**config.mk**
```make
export PLATFORM = sky130hd
export DESIGN_NAME = id_ex_stage
export DESIGN_NICKNAME = d
export VERILOG_FILES = /design/src/rtl/id_ex_stage.sv
export SDC_FILE = /design/constraint.sdc
export NUM_CORES = 1
export LEC_CHECK = 0
export CAP_MARGIN = 10
export CORE_MARGIN = 1.5
export CORE_UTILIZATION = 42
export CTS_CLUSTER_DIAMETER = 40
export DETAILED_ROUTE_END_ITERATION = 10
export HOLD_SLACK_MARGIN = 0.05
export PLACE_DENSITY_LB_ADDON = 0.2
export REMOVE_ABC_BUFFERS = 1
export SYNTH_ARGS = -nofsm -noshare
export SYNTH_HDL_FRONTEND = slang
export SYNTH_SLANG_ARGS = --single-unit
```
**constraint.sdc**
```tcl
create_clock -name clk -period 4.79 [get_ports clk]
set_input_delay 0.958 -clock clk [delete_from_list [all_inputs] [get_ports clk]]
set_output_delay 0.958 -clock clk [all_outputs]
set_load 0.1 [all_outputs]
```
**src/rtl/id_ex_stage.sv**
```systemverilog
// id_ex_stage: decode-to-execute pipeline register with EX/WB forwarding, load-use stall and flush; ID_EX_STALL_CNT_EN adds a saturating stall counter
module id_ex_stage #(
  parameter int DATA_W = 32,
  parameter int REG_AW = 6,
  parameter int OP_W   = 4
) (
  input  logic              clk,
  input  logic              rst,
  input  logic              in_valid,
  output logic              in_ready,
  input  logic [OP_W-1:0]   in_op,
  input  logic [REG_AW-1:0] in_rd,
  input  logic [REG_AW-1:0] in_rs,
  input  logic [REG_AW-1:0] in_rt,
  input  logic [DATA_W-1:0] rs_data,
  input  logic [DATA_W-1:0] rt_data,
  input  logic              ex_wrt,
  input  logic              ex_load,
  input  logic [REG_AW-1:0] ex_rd,
  input  logic [DATA_W-1:0] ex_result,
  input  logic              wb_wrt,
  input  logic [REG_AW-1:0] wb_rd,
  input  logic [DATA_W-1:0] wb_data,
  input  logic              flush,
  output logic              out_valid,
  input  logic              out_ready,
  output logic [OP_W-1:0]   out_op,
  output logic [REG_AW-1:0] out_rd,
  output logic [DATA_W-1:0] out_a,
  output logic [DATA_W-1:0] out_b
`ifdef ID_EX_STALL_CNT_EN
  , output logic [15:0]     stall_cnt
`endif
);
  logic hazard, capture;
  logic [DATA_W-1:0] fwd_a, fwd_b;
  always_comb begin
    hazard   = ex_wrt & ex_load & ((ex_rd == in_rs) | (ex_rd == in_rt));
    in_ready = flush | ((~out_valid | out_ready) & ~hazard);
    capture  = in_valid & in_ready & ~flush;
    fwd_a    = (ex_wrt & ~ex_load & (ex_rd == in_rs)) ? ex_result :
               (wb_wrt & (wb_rd == in_rs)) ? wb_data : rs_data;
    fwd_b    = (ex_wrt & ~ex_load & (ex_rd == in_rt)) ? ex_result :
               (wb_wrt & (wb_rd == in_rt)) ? wb_data : rt_data;
  end
  always_ff @(posedge clk) begin
    if (rst) begin
      out_valid <= 1'b0;
      out_op    <= '0;
      out_rd    <= '0;
      out_a     <= '0;
      out_b     <= '0;
    end else if (flush) begin
      out_valid <= 1'b0;
    end else if (capture) begin
      out_valid <= 1'b1;
      out_op    <= in_op;
      out_rd    <= in_rd;
      out_a     <= fwd_a;
      out_b     <= fwd_b;
    end else if (out_ready) begin
      out_valid <= 1'b0;
    end
  end
`ifdef ID_EX_STALL_CNT_EN
  always_ff @(posedge clk) begin
    if (rst) stall_cnt <= '0;
    else if (in_valid & hazard & ~flush & (stall_cnt != 16'hFFFF)) stall_cnt <= stall_cnt + 16'd1;
  end
`endif
endmodule

```
# --- Yosys cells after proc, flatten, opt, wreduce, memory -nomap -nowiden ---
# Index checks and enable logic that the tools add are counted.
totals:
  input_bits: 170
  ff_bits: 75
op_classes:
  n_eq_ne: 4
  n_reduce_logical: 3
  n_bitwise: 17
  mux: 6
ops:
  columns: ["operator", "count"]
  rows:
  - ["$mux 32", 4]
  - ["$eq 6x6->1", 4]
  - ["$and 1x1->1", 10]
  - ["$not 1->1", 4]
  - ["$or 1x1->1", 3]
  - ["$mux 1", 2]
  - ["$reduce_and 2->1", 1]
  - ["$reduce_bool 2->1", 1]
  - ["$reduce_or 2->1", 1]

# --- Longest topological paths before layout ---
logic_depth:
  word_depth: 9
  depth_mapped: 7

# --- Worst setup path before layout ---
# No wires, ideal clock.
synth_timing:
  kind: "input port to output port"
  from: "input port ex_rd[2]"
  to: "output port in_ready"
  arrival_ns: 2.414
  stages: 5
  path_slack_ns: 1.418
  required_time_ns: 3.832
  path_cell_list: "xnor2_1 -> nand4_1 -> o31a_1 -> buf_1 -> a21o_1"
synth_via:
  elab_chain_len: 6
synth_rtl:
  columns: ["element", "line_no", "source"]
  rows:
  - ["from (decl)", "19", "input logic [REG_AW-1:0] ex_rd,"]
  - ["$eq 6x6->1", "38", "hazard = ex_wrt & ex_load & ((ex_rd == in_rs) | (ex_rd == in_rt));"]
  - ["$or 1x1->1 (*)", "38", null]
  - ["$and 1x1->1 (*)", "38", null]
  - ["$not 1->1 (*)", "39", "in_ready = flush | ((~out_valid | out_ready) & ~hazard);"]
  - ["$and 1x1->1 (*)", "39", null]
  - ["$or 1x1->1 (*)", "39", null]
  - ["to (decl)", "10", "output logic in_ready,"]
# Every way passes the cells marked *; elsewhere a longest branch is shown, timed or not.

# --- Worst setup path after layout ---
layout_timing:
  from: "input port in_rt[0]"
  to: "output port in_ready"
layout_via:
  elab_chain_len: 6
layout_rtl:
  columns: ["element", "line_no", "source"]
  rows:
  - ["from (decl)", "14", "input logic [REG_AW-1:0] in_rt,"]
  - ["$eq 6x6->1", "38", null]
  - ["$or 1x1->1", "38", null]
  - ["$and 1x1->1", "38", null]
  - ["$not 1->1", "39", null]
  - ["$and 1x1->1", "39", null]
  - ["$or 1x1->1", "39", null]
# No other way between the ends.

==> flow_results.org <==
** Drt
- Total vias in the final route :: 5,037
- In this run, the number of DRC markers left after iteration 0 of detailed routing was ~340.
- Final WL :: 16,740 µm
- Before antenna repair, the detailed router went through 5 iterations.
- In the routed design, unresolved DRC markers number 0.
- Mean number of vias per cell :: between 5 and 6
- Once detail routing completed, the nets flagged for antenna violations numbered 0.
- Routed wirelength normalized by instance count :: 19.63 µm

** Global routing
- Across every metal layer, demand over resource in global routing totals 29.72%.
- Entering global routing, the biggest net connects 65 pins.
- Number of antenna violations at the first check in global routing :: 0
- Overall overflow remaining after global route :: 0
- The first global-routing pass estimated 25,920 µm of wire.
- The via count of the first global-routing pass is a little over 5k.

** Worst setup path
- Worst path arrival time :: 2830 ps
- The largest single stage delay on the critical path is roughly 520 ps.
- Cell-by-cell listing of the critical path :: clkdlybuf4s50_1 -> xnor2_1 -> nand4_1 -> o31a_1 -> a21o_1 -> buf_4
- Setup crit end kind :: output port
- The setup path with the least slack is of type input pin to output port.
- Crit start category :: input pin
- Critical-path cell with the highest stage delay :: clkdlybuf4s50_1
- At the worst endpoint, the required time is 3830 ps.
- Along the worst path, the maximum fanout reaches 13.

** Logic synthesis
- Yosys mapped a number of flops with a built-in enable equal to 0.
- Cell types with the largest area share after synthesis :: dfxtp_1 35%, a32o_1 15%, a211o_1 6.5%, nand3_1 5.6%, a21boi_0 5.5%
- Synth area leader :: dfxtp_1
- Number of cells produced by synthesis :: 495
- A synthesized cell averages between 8 and 9 µm².
- Counting flops with an async set or reset pin after synthesis yields a share of 0%.
- Area fraction of the dominant cell type after synthesis :: 34.56%
- Counting distinct cell types in the post-synthesis netlist gives 35.
- Yosys warns :: 0
- After synthesis the netlist holds a flip-flop and latch count of 75.
- Sequential elements use 34.56% of the synthesized area.
- Top flip-flop cell by instance count after synthesis :: dfxtp_1
- Post-Syn Area :: 4344 µm²

** Clock network
- TritonCTS clock tree :: built
- Post-CTS Setup Repair Bufs :: 0
- The clock reaches the later pin of the worst-skew pair after 350 ps.
- Total clock sinks :: 75
- Library cell used as clock root buffer :: clkbuf_8
- Number of buffers created by CTS :: 9
- Clk buf depth :: 2
- Number of H-tree levels :: 3
- Post-CTS Hold Fix Bufs :: 0
- Clock-pin slew was measured on the worst setup and hold paths at 70 ps.
- The number of gates resized after CTS was 0.

** STA
- Total negative slack for setup checks :: 0 ps
- The total count of max-transition violations in the final report was 0.
- The worst path needs roughly 3800 ps of the cycle, external delays included.
- Between clock sinks in the finished design, the worst skew comes to between 8 and 9 ps.
- Setup-failing EPs final :: 0
- Static timing analysis puts the maximum clock frequency at ~260 MHz.
- Final count of hold timing violations :: 0
- Setup repair after global routing missed its margin :: false
- For the pin with the worst max-slew slack, the measured transition is 1029 ps.
- Max-slew headroom at the worst pin :: 31.19%
- Share of the clock period used by the worst path after layout :: 79.01%

** Placed design
- Detail Placement HPWL :: about 12,000 µm
- In this run the cell area measured after placement is 6888 µm².
- At the end of routability-driven placement, the weighted congestion stood at 0.9010.
- In this run the tool buffered the top-level ports with 245 buffer cells.

** Floorplan
- From left edge to right edge, the die measures 104.7 µm.
- For this design the top-level I/O count stands at 246.
- The floorplan step defined a die boundary enclosing 10,960 µm².
- Std-Cell Core Area :: 9910 µm²
- For this configuration, the core starts out at a cell density of a little over two fifths.
- Row generation in the floorplan step produced 36 rows.
- In this run the vertical extent of the chip is 104.7 µm.

** Status
- The run finished with clean final reports.

** Layout
- Area occupied by registers :: ~1500 µm²
- Number of inserted diodes :: 0
- Final core occ :: 71.93%
- Area of the multi-input gates :: approximately 2600 µm²
- Once layout is done, the placed cells without fillers occupy between 7000 and 8000 µm².
- Area added between synthesis and finish :: 64.08%
- # nets final :: 886
- Layout cells sized above 1 :: 5.000%
- Counting the fill cells in the layout gives 785.

** Power
- For this design the ratio of total power to cell area is 268.5 nW/µm².
- In this run the static leakage power is roughly 2.6 nW.
- Peak ir drop on the vdd network :: ~160 µV

** Flow run
- The tool flagged a number of max-cap violations equal to 0.

** Worst hold path
- Class of the tightest hold or removal check :: flip-flop to flip-flop
-- cell usage after synthesis, types with 2 or more instances --
cell and n:
buf_2 8, nand3_1 49, buf_1 3, o211ai_1 13, buf_4 2, xnor2_1 17, o21ai_1 10, a32o_1 64
nand4_1 2, or2_0 32, a21boi_0 32, a21o_1 2, clkbuf_1 37, xor2_1 7, a21oi_1 11, o21ai_0 32
inv_1 13, and4_1 2, a211o_1 32, nand2b_1 34, dfxtp_1 75, nand2_1 5
-- power by group --
group | total [mW] | switching (mW) | internal [mW]
combinational | 0.642 | 0.391 | 0.251
clock | 0.599 | 0.240 | 0.359
sequential | 0.673 | 0.0171 | 0.656
-- cell type report --
class	instances	share of cell area (%)
Inverter	13	0.6846
Multi-Input combinational cell	357	36.60
Timing Repair Buffer	260	35.95
Sequential cell	75	21.06
Clock buffer	11	1.984
Tap cell	133	2.335
Clock inverter	4	1.387
-- kinds of logic (layout without fill, tap and decap cells) --
logic type,Yosys count,count (layout),synth area share (%)
and+or+nand+nor,133,133,18.58
buffers and inverters,63,288,5.847
DFF,75,75,34.56
xor gates and xnor gates,24,24,4.839
AOI/OAI and AO/OA,200,200,36.17
-- placed cells by master, fill, tap and decap left out, drive strengths merged --
| cell type | count |
|---|---|
| clkdlybuf4s50 | 244 |
| and3b | 1 |
| xnor2 | 17 |
| a21oi | 12 |
| nand2b | 34 |
| nor3b | 1 |
| nor3 | 2 |
| o31a | 1 |
| clkinv | 1 |
| a21boi | 32 |
| inv | 13 |
| o21ai | 42 |
| a211oi | 1 |
| dfxtp | 75 |
| buf | 16 |
| and2 | 1 |
| a211o | 32 |
| nor2b | 1 |
| and4 | 2 |
| a32o | 64 |
| bufinv | 3 |
| nor4 | 1 |
| and3 | 1 |
| clkbuf | 11 |
| o211ai | 13 |
| nand2 | 5 |
| xor2 | 7 |
| nand4 | 3 |
| o31ai | 1 |
| a21o | 2 |
| nand3 | 49 |
| or2 | 32 |
-- metal layers --
layer / track usage (%) / vias up / wire (µm)
met2: 50.09 / 289 / 7991
li1: - / 2328 / -
met5: 0 / - / 0
met3: 8.484 / 41 / 1644
met4: 13.99 / 0 / 544
met1: 34.74 / 2379 / 6562
-- sequential cells by signal, summed over array words and instances, names as in the netlist --
name,cells
out_a,32
out_b,32
out_op,4
out_rd,6
out_valid,1
-- worst max-delay path: cells and delay by family --
family / cells / cell delay (ps)
AO/OA/AOI/OAI: 2 / 750
XOR/XNOR: 1 / 150
buffers and inverters: 2 / 740
AND/OR/NAND/NOR: 1 / 220
-- final timing paths --
check | startpoint | to | slack (ps) | cells after the start
max | in_rt[0] | in_ready | 1010 | 6
min | out_b[12]$_SDFFE_PP0P_ | out_b[12]$_SDFFE_PP0P_ | 470 | 1
max reg2reg | out_valid$_SDFFE_PP0P_ | out_a[18]$_SDFFE_PP0P_ | 2720 | 5
min reg2reg | out_b[12]$_SDFFE_PP0P_ | out_b[12]$_SDFFE_PP0P_ | 470 | 1
-- per-stage QoR --
step           instances  power [mW]  worst slack [ps]  hold WS (ps)
2_1_floorplan        445       1.052              1083         931.3
3_3_place_gp         838       1.319              1046         446.9
3_5_place_dp         838       1.326              1002         454.0
4_1_cts              853       1.920             995.0         471.4
5_1_grt              853       1.972             916.5         485.9
6_report             853       1.914              1005         470.1
Power figures use the tool's default switching activity.
